File: src/rtl/decode_stage_if.sv
// Fetch-side and execute-side handshake bundle for decode_stage.
// The slave modport is the decode stage. The master modport is the fetch/execute environment.
interface decode_stage_if #(
   parameter int XLEN = 32
);
   logic            in_valid;
   logic            in_ready;
   logic [31:0]     in_instr;
   logic [XLEN-1:0] in_pc;
   logic            flush;
   logic            out_valid;
   logic            out_ready;
   logic [5:0]      out_op;
   logic [XLEN-1:0] out_imm;
   logic [4:0]      out_rs1;
   logic [4:0]      out_rs2;
   logic [4:0]      out_rd;
   logic            out_rs1_en;
   logic            out_rs2_en;
   logic            out_rd_we;
   logic [XLEN-1:0] out_pc;
   logic            out_illegal;

   // A transfer happens on a rising edge where valid and ready are both high.
   // A producer holds valid and its data stable until that edge.
   modport master (
      output in_valid, in_instr, in_pc, flush, out_ready,
      input  in_ready, out_valid, out_op, out_imm, out_rs1, out_rs2, out_rd,
             out_rs1_en, out_rs2_en, out_rd_we, out_pc, out_illegal
   );
   modport slave (
      input  in_valid, in_instr, in_pc, flush, out_ready,
      output in_ready, out_valid, out_op, out_imm, out_rs1, out_rs2, out_rd,
             out_rs1_en, out_rs2_en, out_rd_we, out_pc, out_illegal
   );
endinterface

File: src/rtl/decode_stage.sv
// RV32I decode stage: a DEPTH-entry instruction queue feeds a registered decode slot.
// Defining DECODE_RV32M_EN adds decoding of the M-extension multiply and divide instructions.
module decode_stage #(
   parameter int XLEN  = 32,
   parameter int DEPTH = 2
) (
   input logic          clk,
   input logic          rst,
   decode_stage_if.slave bus
);
   localparam int AW = $clog2(DEPTH);
   localparam int CW = $clog2(DEPTH + 1);

   localparam logic [5:0] OP_ILL = 6'h3F;
   localparam logic [2:0] IMM_NONE = 3'd0, IMM_I = 3'd1, IMM_S = 3'd2,
                          IMM_B = 3'd3, IMM_U = 3'd4, IMM_J = 3'd5;

   logic [31:0]     r_q_instr [DEPTH];
   logic [XLEN-1:0] r_q_pc    [DEPTH];
   logic [AW-1:0]   r_wptr, r_rptr;
   logic [CW-1:0]   r_count;

   logic            r_out_valid, r_out_rs1_en, r_out_rs2_en, r_out_rd_we, r_out_illegal;
   logic [5:0]      r_out_op;
   logic [XLEN-1:0] r_out_imm, r_out_pc;
   logic [4:0]      r_out_rs1, r_out_rs2, r_out_rd;

   logic            w_push, w_load;
   logic [31:0]     w_instr, w_imm32;
   logic [6:0]      w_opc, w_f7;
   logic [2:0]      w_f3, w_imm_sel;
   logic [5:0]      w_op;
   logic            w_rs1_en, w_rs2_en, w_rd_en, w_illegal;

   assign bus.in_ready = (r_count != CW'(DEPTH));
   assign w_push = bus.in_valid & bus.in_ready & ~bus.flush;
   assign w_load = (r_count != '0) & (~r_out_valid | bus.out_ready) & ~bus.flush;

   assign w_instr = r_q_instr[r_rptr];
   assign w_opc   = w_instr[6:0];
   assign w_f3    = w_instr[14:12];
   assign w_f7    = w_instr[31:25];

   // Each opcode group sets its operand enables up front; anything left at OP_ILL is squashed below.
   always_comb begin
      w_op = OP_ILL;
      w_imm_sel = IMM_NONE;
      w_rs1_en = 1'b0;
      w_rs2_en = 1'b0;
      w_rd_en = 1'b0;
      case (w_opc)
         7'b0110011: begin
            {w_rs1_en, w_rs2_en, w_rd_en} = 3'b111;
            if (w_f7 == 7'b0000000) begin
               case (w_f3)
                  3'd0: w_op = 6'h00;
                  3'd1: w_op = 6'h05;
                  3'd2: w_op = 6'h08;
                  3'd3: w_op = 6'h09;
                  3'd4: w_op = 6'h02;
                  3'd5: w_op = 6'h06;
                  3'd6: w_op = 6'h03;
                  default: w_op = 6'h04;
               endcase
            end else if (w_f7 == 7'b0100000 && w_f3 == 3'd0) w_op = 6'h01;
            else if (w_f7 == 7'b0100000 && w_f3 == 3'd5) w_op = 6'h07;
`ifdef DECODE_RV32M_EN
            else if (w_f7 == 7'b0000001) w_op = 6'h28 + {3'b000, w_f3};
`endif
         end
         7'b0010011: begin
            {w_rs1_en, w_rd_en} = 2'b11;
            w_imm_sel = IMM_I;
            case (w_f3)
               3'd0: w_op = 6'h0A;
               3'd1: if (w_f7 == 7'b0000000) w_op = 6'h0E;
               3'd2: w_op = 6'h11;
               3'd3: w_op = 6'h12;
               3'd4: w_op = 6'h0B;
               3'd5: begin
                  if (w_f7 == 7'b0000000) w_op = 6'h0F;
                  else if (w_f7 == 7'b0100000) w_op = 6'h10;
               end
               3'd6: w_op = 6'h0C;
               default: w_op = 6'h0D;
            endcase
         end
         7'b0000011: begin
            {w_rs1_en, w_rd_en} = 2'b11;
            w_imm_sel = IMM_I;
            case (w_f3)
               3'd0: w_op = 6'h13;
               3'd1: w_op = 6'h14;
               3'd2: w_op = 6'h15;
               3'd4: w_op = 6'h16;
               3'd5: w_op = 6'h17;
               default: w_op = OP_ILL;
            endcase
         end
         7'b0100011: begin
            {w_rs1_en, w_rs2_en} = 2'b11;
            w_imm_sel = IMM_S;
            case (w_f3)
               3'd0: w_op = 6'h18;
               3'd1: w_op = 6'h19;
               3'd2: w_op = 6'h1A;
               default: w_op = OP_ILL;
            endcase
         end
         7'b1100011: begin
            {w_rs1_en, w_rs2_en} = 2'b11;
            w_imm_sel = IMM_B;
            case (w_f3)
               3'd0: w_op = 6'h1B;
               3'd1: w_op = 6'h1C;
               3'd4: w_op = 6'h1D;
               3'd5: w_op = 6'h20;
               3'd6: w_op = 6'h24;
               3'd7: w_op = 6'h25;
               default: w_op = OP_ILL;
            endcase
         end
         7'b1101111: begin w_op = 6'h21; w_rd_en = 1'b1; w_imm_sel = IMM_J; end
         7'b0110111: begin w_op = 6'h22; w_rd_en = 1'b1; w_imm_sel = IMM_U; end
         7'b0010111: begin w_op = 6'h23; w_rd_en = 1'b1; w_imm_sel = IMM_U; end
         7'b1100111: begin
            {w_rs1_en, w_rd_en} = 2'b11;
            w_imm_sel = IMM_I;
            if (w_f3 == 3'd0) w_op = 6'h26;
         end
         default: w_op = OP_ILL;
      endcase
      w_illegal = (w_op == OP_ILL);
      if (w_illegal) begin
         {w_rs1_en, w_rs2_en, w_rd_en} = 3'b000;
         w_imm_sel = IMM_NONE;
      end
   end

   always_comb begin
      case (w_imm_sel)
         IMM_I:   w_imm32 = {{20{w_instr[31]}}, w_instr[31:20]};
         IMM_S:   w_imm32 = {{20{w_instr[31]}}, w_instr[31:25], w_instr[11:7]};
         IMM_B:   w_imm32 = {{19{w_instr[31]}}, w_instr[31], w_instr[7], w_instr[30:25],
                             w_instr[11:8], 1'b0};
         IMM_U:   w_imm32 = {w_instr[31:12], 12'b0};
         IMM_J:   w_imm32 = {{11{w_instr[31]}}, w_instr[31], w_instr[19:12], w_instr[20],
                             w_instr[30:21], 1'b0};
         default: w_imm32 = 32'd0;
      endcase
   end

   always_ff @(posedge clk) begin
      if (w_push) begin
         r_q_instr[r_wptr] <= bus.in_instr;
         r_q_pc[r_wptr]    <= bus.in_pc;
      end
   end

   always_ff @(posedge clk or posedge rst) begin
      if (rst) begin
         r_wptr  <= '0;
         r_rptr  <= '0;
         r_count <= '0;
      end else if (bus.flush) begin
         r_wptr  <= '0;
         r_rptr  <= '0;
         r_count <= '0;
      end else begin
         if (w_push) r_wptr <= r_wptr + AW'(1);
         if (w_load) r_rptr <= r_rptr + AW'(1);
         case ({w_push, w_load})
            2'b10:   r_count <= r_count + CW'(1);
            2'b01:   r_count <= r_count - CW'(1);
            default: r_count <= r_count;
         endcase
      end
   end

   // Flush only clears out_valid; the slot payload is dont-care while invalid.
   always_ff @(posedge clk or posedge rst) begin
      if (rst) begin
         r_out_valid   <= 1'b0;
         r_out_op      <= OP_ILL;
         r_out_imm     <= '0;
         r_out_rs1     <= '0;
         r_out_rs2     <= '0;
         r_out_rd      <= '0;
         r_out_rs1_en  <= 1'b0;
         r_out_rs2_en  <= 1'b0;
         r_out_rd_we   <= 1'b0;
         r_out_pc      <= '0;
         r_out_illegal <= 1'b0;
      end else if (bus.flush) begin
         r_out_valid <= 1'b0;
      end else if (w_load) begin
         r_out_valid   <= 1'b1;
         r_out_op      <= w_op;
         r_out_imm     <= XLEN'($signed(w_imm32));
         r_out_rs1     <= w_rs1_en ? w_instr[19:15] : 5'd0;
         r_out_rs2     <= w_rs2_en ? w_instr[24:20] : 5'd0;
         r_out_rd      <= w_rd_en ? w_instr[11:7] : 5'd0;
         r_out_rs1_en  <= w_rs1_en;
         r_out_rs2_en  <= w_rs2_en;
         r_out_rd_we   <= w_rd_en & (w_instr[11:7] != 5'd0);
         r_out_pc      <= r_q_pc[r_rptr];
         r_out_illegal <= w_illegal;
      end else if (bus.out_ready) begin
         r_out_valid <= 1'b0;
      end
   end

   assign bus.out_valid   = r_out_valid;
   assign bus.out_op      = r_out_op;
   assign bus.out_imm     = r_out_imm;
   assign bus.out_rs1     = r_out_rs1;
   assign bus.out_rs2     = r_out_rs2;
   assign bus.out_rd      = r_out_rd;
   assign bus.out_rs1_en  = r_out_rs1_en;
   assign bus.out_rs2_en  = r_out_rs2_en;
   assign bus.out_rd_we   = r_out_rd_we;
   assign bus.out_pc      = r_out_pc;
   assign bus.out_illegal = r_out_illegal;
endmodule
File: src/flat_wrapper.sv
// flat-port wrapper written by rule: the top's interface ports become plain ports
module decode_stage_flat 
#(
   parameter int XLEN  = 32,
   parameter int DEPTH = 2
)
  (clk, rst, bus_in_valid, bus_in_instr, bus_in_pc, bus_flush, bus_out_ready, bus_in_ready, bus_out_valid, bus_out_op, bus_out_imm, bus_out_rs1, bus_out_rs2, bus_out_rd, bus_out_rs1_en, bus_out_rs2_en, bus_out_rd_we, bus_out_pc, bus_out_illegal);
  decode_stage_if #(.XLEN(XLEN)) bus_i ();
  input logic clk;
  input logic rst;
  input wire logic [$bits(bus_i.in_valid)-1:0] bus_in_valid;
  input wire logic [$bits(bus_i.in_instr)-1:0] bus_in_instr;
  input wire logic [$bits(bus_i.in_pc)-1:0] bus_in_pc;
  input wire logic [$bits(bus_i.flush)-1:0] bus_flush;
  input wire logic [$bits(bus_i.out_ready)-1:0] bus_out_ready;
  output wire logic [$bits(bus_i.in_ready)-1:0] bus_in_ready;
  output wire logic [$bits(bus_i.out_valid)-1:0] bus_out_valid;
  output wire logic [$bits(bus_i.out_op)-1:0] bus_out_op;
  output wire logic [$bits(bus_i.out_imm)-1:0] bus_out_imm;
  output wire logic [$bits(bus_i.out_rs1)-1:0] bus_out_rs1;
  output wire logic [$bits(bus_i.out_rs2)-1:0] bus_out_rs2;
  output wire logic [$bits(bus_i.out_rd)-1:0] bus_out_rd;
  output wire logic [$bits(bus_i.out_rs1_en)-1:0] bus_out_rs1_en;
  output wire logic [$bits(bus_i.out_rs2_en)-1:0] bus_out_rs2_en;
  output wire logic [$bits(bus_i.out_rd_we)-1:0] bus_out_rd_we;
  output wire logic [$bits(bus_i.out_pc)-1:0] bus_out_pc;
  output wire logic [$bits(bus_i.out_illegal)-1:0] bus_out_illegal;
  assign bus_i.in_valid = bus_in_valid;
  assign bus_i.in_instr = bus_in_instr;
  assign bus_i.in_pc = bus_in_pc;
  assign bus_i.flush = bus_flush;
  assign bus_i.out_ready = bus_out_ready;
  assign bus_in_ready = bus_i.in_ready;
  assign bus_out_valid = bus_i.out_valid;
  assign bus_out_op = bus_i.out_op;
  assign bus_out_imm = bus_i.out_imm;
  assign bus_out_rs1 = bus_i.out_rs1;
  assign bus_out_rs2 = bus_i.out_rs2;
  assign bus_out_rd = bus_i.out_rd;
  assign bus_out_rs1_en = bus_i.out_rs1_en;
  assign bus_out_rs2_en = bus_i.out_rs2_en;
  assign bus_out_rd_we = bus_i.out_rd_we;
  assign bus_out_pc = bus_i.out_pc;
  assign bus_out_illegal = bus_i.out_illegal;
  decode_stage #(.XLEN(XLEN), .DEPTH(DEPTH)) u_core (.clk(clk), .rst(rst), .bus(bus_i));
endmodule
File: config.mk
export PLATFORM = sky130hd
export DESIGN_NAME = decode_stage_flat
export DESIGN_NICKNAME = d
export VERILOG_FILES = /design/src/rtl/decode_stage_if.sv /design/src/rtl/decode_stage.sv /design/src/flat_wrapper.sv
export SDC_FILE = /design/constraint.sdc
export NUM_CORES = 1
export LEC_CHECK = 0
export ABC_AREA = 1
export ABC_CLOCK_PERIOD_IN_PS = 5600
export BUFFER_PORTS_ARGS = -buffer_cell sky130_fd_sc_hd__buf_2
export CAP_MARGIN = 10
export CORE_MARGIN = 4
export CORE_UTILIZATION = 56
export DETAILED_ROUTE_END_ITERATION = 10
export PLACE_DENSITY_LB_ADDON = 0.12
export REMOVE_ABC_BUFFERS = 1
export SLEW_MARGIN = 10
export SYNTH_ARGS = -nofsm -noshare
export SYNTH_HDL_FRONTEND = slang
export SYNTH_SLANG_ARGS = --single-unit
File: constraint.sdc
create_clock -name clk -period 5.6 [get_ports clk]
set_clock_uncertainty 0.1 [all_clocks]
set_input_delay 1.12 -clock clk [delete_from_list [all_inputs] [get_ports clk]]
set_output_delay 1.12 -clock clk [all_outputs]
set_load 0.05 [all_outputs]
==> results of run 1 <==
==> where the power goes <==
group	total [uW]	switching (uW)	internal (uW)	leakage, uW
combinational	1900	1450	445	0.00255
clock	1530	635	897	0.000389
sequential	2180	176	2010	0.00240
total	5610	2260	3350	0.00534
==> per-stage QoR <==
stage               hold slack (ps)  TNS (ps)  cells  area (um^2)
floorplan                       421     -9740    864         9260
global placement                354         0   1250        10400
detailed placement              357         0   1250        10400
CTS                             368         0   1294        11200
global route                    388         0   1295        11200
finish                          366         0   1295        11200
==> cells by family (layout without fill, tap and decap cells) <==
logic type	count (synthesis)	in the layout	share of synthesized area [%]
xor+xnor	1	1	0.0927
simple gates	483	483	22.5
compound gates	96	96	6.98
other cells	0	1	0
flops	222	222	65.6
buf+inv	93	269	4.44
mux	3	3	0.318
==> tightest hold or removal path, delay by kind of cell, from the launching register on <==
family	cells	cell delay, ps
AND/OR/NAND/NOR	2	100
flip-flops	1	370
==> layer usage <==
layer	track usage (%)	part of all wire [%]
met1	30.2	44
met5	0	0.20
met2	36.1	48
met4	5.38	1.9
met3	5.04	6.6
==> sequential cells by signal, summed over array words and instances (netlist names), 5 cells and up <==
| name | count |
|---|---|
| u_core.bus.out_pc | 32 |
| u_core.bus.out_op | 6 |
| u_core.r_q_pc | 64 |
| u_core.bus.out_rs2 | 5 |
| u_core.bus.out_imm | 32 |
| u_core.r_q_instr | 64 |
| u_core.bus.out_rs1 | 5 |
| u_core.bus.out_rd | 5 |
==> synth_stat cells, types with 2 or more instances <==
cell type                  count  area share [%]
sky130_fd_sc_hd__nor2_4        5            0.60
sky130_fd_sc_hd__o211ai_1      4            0.32
sky130_fd_sc_hd__o21ai_4       2            0.34
sky130_fd_sc_hd__o21a_1        2            0.16
sky130_fd_sc_hd__dfstp_2       6             1.7
sky130_fd_sc_hd__a31oi_1       2            0.13
sky130_fd_sc_hd__mux2i_1       3            0.32
sky130_fd_sc_hd__buf_1         2           0.079
sky130_fd_sc_hd__a22o_1        5            0.46
sky130_fd_sc_hd__clkbuf_1     22            0.87
sky130_fd_sc_hd__nand2_4       9             1.1
sky130_fd_sc_hd__a21oi_1       3            0.16
sky130_fd_sc_hd__edfxtp_1    128              41
sky130_fd_sc_hd__nand3_2       3            0.32
sky130_fd_sc_hd__nand2_2      24             1.6
sky130_fd_sc_hd__o21ai_1       6            0.32
sky130_fd_sc_hd__buf_6         6            0.71
sky130_fd_sc_hd__nor3_1        6            0.32
sky130_fd_sc_hd__o31ai_1      33             2.6
sky130_fd_sc_hd__nor2_1      105             4.2
sky130_fd_sc_hd__inv_1        48             1.9
sky130_fd_sc_hd__o21ai_2       7            0.65
sky130_fd_sc_hd__clkinv_1      3            0.12
sky130_fd_sc_hd__inv_2         6            0.24
sky130_fd_sc_hd__nand3_1      34             1.8
sky130_fd_sc_hd__nand2_1     282              11
sky130_fd_sc_hd__nand4_1       6            0.40
sky130_fd_sc_hd__buf_2         2            0.11
sky130_fd_sc_hd__o21ai_0      28             1.5
sky130_fd_sc_hd__dfrtp_1      88              23
==> area by class of cell <==
class                   instances  area, um^2
well taps                     220         275
repair buffers                166         861
clock buffers                  34         678
flip-flops and latches        222        6210
fillers                      1332        5370
multi-input cells             583        2850
diodes                          1        2.50
clock inverters                10         104
inverters                      59         234
==> cell usage in the layout (no fill, tap or decap), types with 2 or more instances in the layout <==
cell and n:
sky130_fd_sc_hd__nand2_1 282, sky130_fd_sc_hd__buf_2 159, sky130_fd_sc_hd__edfxtp_1 128, sky130_fd_sc_hd__nor2_1 102
sky130_fd_sc_hd__dfrtp_1 87, sky130_fd_sc_hd__inv_1 47, sky130_fd_sc_hd__nand3_1 34, sky130_fd_sc_hd__o31ai_1 33
sky130_fd_sc_hd__o21ai_0 28, sky130_fd_sc_hd__nand2_2 24, sky130_fd_sc_hd__clkbuf_16 24, sky130_fd_sc_hd__nand2_4 9
sky130_fd_sc_hd__nor2_4 8, sky130_fd_sc_hd__o21ai_2 7, sky130_fd_sc_hd__clkinv_2 7, sky130_fd_sc_hd__inv_2 6
sky130_fd_sc_hd__o21ai_1 6, sky130_fd_sc_hd__nand4_1 6, sky130_fd_sc_hd__nor3_1 6, sky130_fd_sc_hd__clkbuf_1 6
sky130_fd_sc_hd__buf_4 6, sky130_fd_sc_hd__dfstp_2 6, sky130_fd_sc_hd__a22o_1 5, sky130_fd_sc_hd__o211ai_1 4
sky130_fd_sc_hd__clkbuf_8 4, sky130_fd_sc_hd__inv_4 3, sky130_fd_sc_hd__nand3_2 3, sky130_fd_sc_hd__a21oi_1 3
sky130_fd_sc_hd__mux2i_1 3, sky130_fd_sc_hd__o21ai_4 2, sky130_fd_sc_hd__clkinv_1 2, sky130_fd_sc_hd__o21a_1 2
sky130_fd_sc_hd__a31oi_1 2
==> worst min path at each step <==
| stage | start | to | slack [ps] | cells after the start |
|---|---|---|---|---|
| after global placement | u_core.bus.out_op[1] | u_core.bus.out_op[1] | 350 | 2 |
| after CTS | u_core.bus.out_op[5] | u_core.bus.out_op[5] | 370 | 2 |
| after floorplan | u_core.r_wptr | u_core.r_wptr | 420 | 2 |
| after detailed placement | u_core.bus.out_op[5] | u_core.bus.out_op[5] | 360 | 2 |
| after global routing | u_core.bus.out_op[1] | u_core.bus.out_op[1] | 390 | 2 |
| final | u_core.bus.out_op[5] | u_core.bus.out_op[5] | 370 | 2 |
==> key figures, run 1 <==
Clock network
  – Clock slew seen by the registers of the worst setup and hold paths: about 60 ps
  – Insertion delay of the later-clocked pin in the worst-skew pair: 520 ps
  – Cts bufs inserted: 24
  – Resize count post-CTS: 0
  – Clock sink total: 222
  – Setup Fix Bufs, Post-CTS: 0
  – CTS tree: yes
  – CTS Root Buffer Type: sky130_fd_sc_hd__clkbuf_16
  – Number of hold-repair buffers added at the cts stage: 0
  – Number of buffers on the longest clock path: 3
  – Number of H-tree branching levels: 1

Critical path
  – Nature of the critical path startpoint: flop
  – Critical-path top delay cell: sky130_fd_sc_hd__dfrtp_4
  – Cell repeated most along the worst path: sky130_fd_sc_hd__nand2_2
  – Type of the worst setup path: reg -> reg
  – Flop2flop setup slack: about 2100 ps
  – Data required time of the worst path: between 5000 and 6000 ps
  – Crit path to: u_core.bus.out_imm[30]
  – Worst setup path startpoint: u_core.r_rptr
  – Logic depth of the worst register-to-register path: 18
  – Critical path depth: 18
  – Type of destination of the critical path: flop
  – WP buf/inv: 1
  – Source of the worst register-to-register timing path: u_core.r_rptr
  – Cell chain of the critical path: inv_6, nand2_1, nand2_1, nand2_2, nor2_8, nand2_2, nand2_2, nor2_1, nand2_1, nor2_1, nand2_2, nand2_8, nand2_2, nand2_4, nand2_2, o21ai_0, nand2_1, nand2_1
  – Maximum cell stage delay along the critical path: between 700 and 800 ps
  – Arrival time at the worst endpoint: 3810 ps
  – Largest delay share family, worst path: simple AND/OR/NAND/NOR gates
  – Crit Reg-Reg Endpoint: u_core.bus.out_imm[30]
  – Worst-path fanout max: 60

Floorplanning
  – Die extent in y: roughly 140 um
  – Starting Density: approximately 57%
  – IO Count: between 150 and 200
  – Core Rows: 47
  – Placeable core region: between 15,000 and 20,000 um^2
  – Area enclosed by the die boundary: 19,000 um^2
  – Die Wd: 138 um

Job
  – Max-cap violations: 0

Placement
  – Total half-perimeter wirelength after legalization and detailed placement: between 10,000 and 15,000 um
  – Routability Congestion: roughly 0.89
  – Port bufs: approximately 160
  – Worst-case setup slack after placement: between 2000 and 2500 ps

Global route
  – Vias in the first global route: 6,329
  – Wire length of the first global-routing pass: 32,700 um
  – Antenna violations before repair: 4
  – Maximum number of pins on one net before global-route repair: 92
  – Total congestion overflow: 0
  – GRT Overall Usage: 22.0%

Synthesis
  – Mapped cell area: roughly 9500 um^2
  – Asr flop ratio synth: 42.3%
  – Number of synthesized register bits: about 220
  – Number of instances in the synthesized netlist: ~900
  – Post-Syn Area per Cell: ~11 um^2
  – Most used DFF post-synth: sky130_fd_sc_hd__edfxtp_1
  – Sequential cell area fraction in the yosys report: 65.6%
  – Number of flops mapped to enable cells by yosys: around 130
  – Post-synthesis cell type count: 48
  – Synth Warn #: 0

STA
  – Setup repair after global routing missed its margin: false
  – Final setup violating endpoints: 0
  – Final Hold Fails: 0
  – Post-layout min period: between 3000 and 4000 ps
  – Achievable frequency: 285 MHz
  – Post-route setup slack: around 2100 ps
  – Max_slew headroom: around a third
  – Share of the cycle needed by the critical path after routing: 62.6%
  – Tightest Pin Transition: about 1000 ps
  – Final-report max-slew violation count: 0

Route
  – Via count: 6,698
  – Number of nets still failing antenna checks after routing: 0
  – Total wire length: 20,900 um
  – Average wire per standard cell: roughly 16 um
  – DRC errors left: 0
  – Pre-Repair DR Iteration Count: 5
  – Routed via count divided by cell count: ~5.2
  – Number of DRC markers after the initial detailed-route iteration: between 400 and 500

Cells and area
  – Nets@finish: around 1,100
  – Post-layout util: 67.6%
  – Share of post-route cells with drive strength above 1: around a quarter
  – Syn-to-layout area delta: 18.6%

Power
  – Lkg Pwr: approximately 0.0053 uW
  – Power per cell area: 501 nW/um^2
  – Peak supply drop: 468 uV
  – Design Power: about 5600 uW

Min path
  – Kind of path behind the tightest hold check: reg -> reg

Outcome
  – Outcome: complete, no violations
Power figures use the tool's default switching activity.
==> run 2, diff against run 1 <==
- ABC_AREA: 1 -> 0
- ABC_CLOCK_PERIOD_IN_PS: 5600 -> 3100
- CORE_UTILIZATION: 56 -> 50
- clock period: 5.6 -> 3.1 ns (I/O delays scaled with it)
==> key figures, run 2 <==
Outcome
  – Outcome: complete, no violations

Power
  – Clk network pwr share: 37.2%
  – Switching part of the total power: approximately 28%
  – Lkg Pwr: 0.00460 uW
  – Internal Dissipation: 5270 uW
  – Combinational cell fraction of total power: roughly 16%
  – Power per cell area: approximately 650 nW/um^2
  – Design Power: approximately 7300 uW
  – Power dissipated by switching net loads: between 2000 and 2500 uW
  – Sequential fraction of design power: 47.2%
  – Peak supply drop: approximately 520 uV

Synthesis
  – Synth Warn #: 0
  – Number of synthesized register bits: roughly 220
  – Most used DFF post-synth: sky130_fd_sc_hd__edfxtp_1
  – Area share of the largest cell type after synthesis: around 42%
  – Post-Syn Area per Cell: roughly 13 um^2
  – Number of instances in the synthesized netlist: ~690
  – Cells taking the most area after synthesis: sky130_fd_sc_hd__edfxtp_1, sky130_fd_sc_hd__dfrtp_1, sky130_fd_sc_hd__mux2i_1
  – Number of flops mapped to enable cells by yosys: roughly 130
  – Most common cell in the synthesized netlist: sky130_fd_sc_hd__edfxtp_1
  – Synth area leader: sky130_fd_sc_hd__edfxtp_1
  – Asr flop ratio synth: between 40% and 50%
  – Most frequent cells after synthesis: sky130_fd_sc_hd__edfxtp_1, sky130_fd_sc_hd__nand2_1, sky130_fd_sc_hd__dfrtp_1, sky130_fd_sc_hd__o21ai_0, sky130_fd_sc_hd__mux2i_1
  – Post-synthesis cell type count: 73
  – Sequential cell area fraction in the yosys report: 68.2%
  – Mapped cell area: roughly 9100 um^2

STA
  – Final Hold Fails: 0
  – Final setup violating endpoints: 0
  – Worst hold slack: roughly 35 ps
  – Post-layout min period: 2910 ps
  – Tightest Pin Transition: about 570 ps
  – Share of the cycle needed by the critical path after routing: 93.8%
  – Final-report max-slew violation count: 0
  – Max_slew headroom: 62.1%
  – Achievable frequency: between 300 and 400 MHz

Clock network
  – Number of buffers on the longest clock path: 3
  – Insertion delay of the later-clocked pin in the worst-skew pair: approximately 520 ps
  – CTS Root Buffer Type: sky130_fd_sc_hd__clkbuf_16
  – Number of H-tree branching levels: 1
  – Cts bufs inserted: 24
  – Clock sink total: 222
  – CTS tree: yes
  – Clock slew seen by the registers of the worst setup and hold paths: ~60 ps

Global route
  – GRT Overall Usage: about a fifth
  – Wire length of the first global-routing pass: ~34,000 um
  – Total congestion overflow: 0
  – Maximum number of pins on one net before global-route repair: 65
  – Vias in the first global route: ~6,600
  – Antenna violations before repair: 2

Cells and area
  – Syn-to-layout area delta: 22.9%
  – Post-route standard cell area excluding fillers: about 11,000 um^2
  – Count of non-filler cells in the finished layout: 1,124
  – Nets@finish: 945
  – Footprint of the flip-flops and latches: approximately 6200 um^2
  – Most common cell after layout, fill and taps aside: sky130_fd_sc_hd__buf_2
  – Number of filler instances in the final layout: around 1,400
  – Post-layout util: a little over three fifths
  – Most used cells in the layout excluding fill and tap cells: sky130_fd_sc_hd__buf_2, sky130_fd_sc_hd__edfxtp_1, sky130_fd_sc_hd__nand2_1
  – Multi-input logic area: ~2800 um^2
  – Largest registers: u_core.r_q_instr x64, u_core.r_q_pc x64
  – Share of post-route cells with drive strength above 1: between 30% and 40%

Job
  – Max-cap violations: 0

Placement
  – Count of placed standard cells including taps: about 1,100
  – Port bufs: approximately 160
  – Total half-perimeter wirelength after legalization and detailed placement: ~15,000 um
  – Routability Congestion: roughly 0.9
  – Placement-stage cell area: 10,300 um^2

Route
  – Via count: 6,254
  – DRC errors left: 0
  – Routed via count divided by cell count: between 5 and 6
  – Pre-Repair DR Iteration Count: 5
  – Total wire length: ~21,000 um
  – Average wire per standard cell: about 19 um
  – Number of DRC markers after the initial detailed-route iteration: between 300 and 400
  – Number of nets still failing antenna checks after routing: 0

Critical path
  – Type of destination of the critical path: flop
  – Data required time of the worst path: between 3000 and 4000 ps
  – Type of the worst setup path: reg -> reg
  – Worst-path fanout max: 18
  – Arrival time at the worst endpoint: 3240 ps
  – Nature of the critical path startpoint: flop

Floorplanning
  – Core Rows: between 40 and 50
  – Area enclosed by the die boundary: 20,400 um^2
  – Placeable core region: between 15,000 and 20,000 um^2
  – Die extent in y: 143 um
  – IO Count: 160
  – Starting Density: about half
  – Die Wd: approximately 140 um

Min path
  – Kind of path behind the tightest hold check: in -> async
## run 2: routing by layer
metal  track usage [%]  vias up  routed length, um
met5                 0        -                 21
met4              6.75        4                601
met3              5.49       48               1420
met2              34.8      197              10500
met1              27.3     3052               8900
li1                  -     2953                  -
## run 2: cells by family after synthesis
logic type	after synthesis	share of synthesized area, %
buf+inv	38	1.93
mux	65	7.62
flops	222	68.2
simple gates	194	10.1
xor+xnor	1	0.0963
compound gates	168	12.1
## run 2: worst paths after layout
| check | start | end | slack [ps] | cells past startpoint |
|---|---|---|---|---|
| max in group asynchronous | rst | u_core.bus.out_pc[10] | 2150 | 3 |
| hold reg to reg | u_core.bus.out_rs1_en | u_core.bus.out_rs1_en | 370 | 2 |
| setup reg to reg | u_core.r_rptr | u_core.bus.out_imm[2] | 190 | 10 |
| min in group clk | bus_in_instr[11] | u_core.r_q_instr[1][11] | 190 | 1 |
| setup / recovery | u_core.r_rptr | u_core.bus.out_imm[2] | 190 | 10 |
| hold / removal | rst | u_core.bus.out_pc[12] | 40 | 2 |
## run 2: worst max-delay path, stage by stage (launching register included)
cell and delay [ps]:
sky130_fd_sc_hd__dfrtp_4 590, sky130_fd_sc_hd__buf_6 200, sky130_fd_sc_hd__and3b_1 210, sky130_fd_sc_hd__a22o_1 240, sky130_fd_sc_hd__a31oi_1 250, sky130_fd_sc_hd__nand4_1 150
sky130_fd_sc_hd__a31o_2 250, sky130_fd_sc_hd__a211o_1 280, sky130_fd_sc_hd__a21boi_4 140, sky130_fd_sc_hd__buf_4 200, sky130_fd_sc_hd__o21ai_0 200
## run 2: cell type report
class / instances / share of cell area (%)
clock inverter: 5 / 0.448
tap: 229 / 2.56
inverter: 7 / 0.257
timing repair buffer: 193 / 9.95
clock buffer: 39 / 6.51
sequential: 222 / 55.5
antenna: 1 / 0.0224
multi-input combinational: 428 / 24.7
## run 2: metrics by stage
step | worst slack, ps | TNS, ps
global placement | 86.5 | 0
floorplan | -3350 | -519440
global route | -12.7 | -23.1
finish | 192 | 0
detailed placement | 5.07 | 0
CTS | 1.14 | 0
## run 2: power groups by stage
stage	clock network (uW)	logic, uW	registers, uW
2_1_floorplan	0	327	3980
3_3_place_gp	0	1110	3510
3_5_place_dp	0	1120	3520
4_1_cts	2790	1120	3470
5_1_grt	2930	1230	3480
6_report	2720	1140	3460
## run 2: timing repair
| item | 4_1_cts | 5_1_grt |
|---|---|---|
| setup endpoints to repair | 0 | 41 |
| resized for setup | 0 | 6 |
| setup buffers | 0 | 2 |
| hold buffers | 0 | 0 |
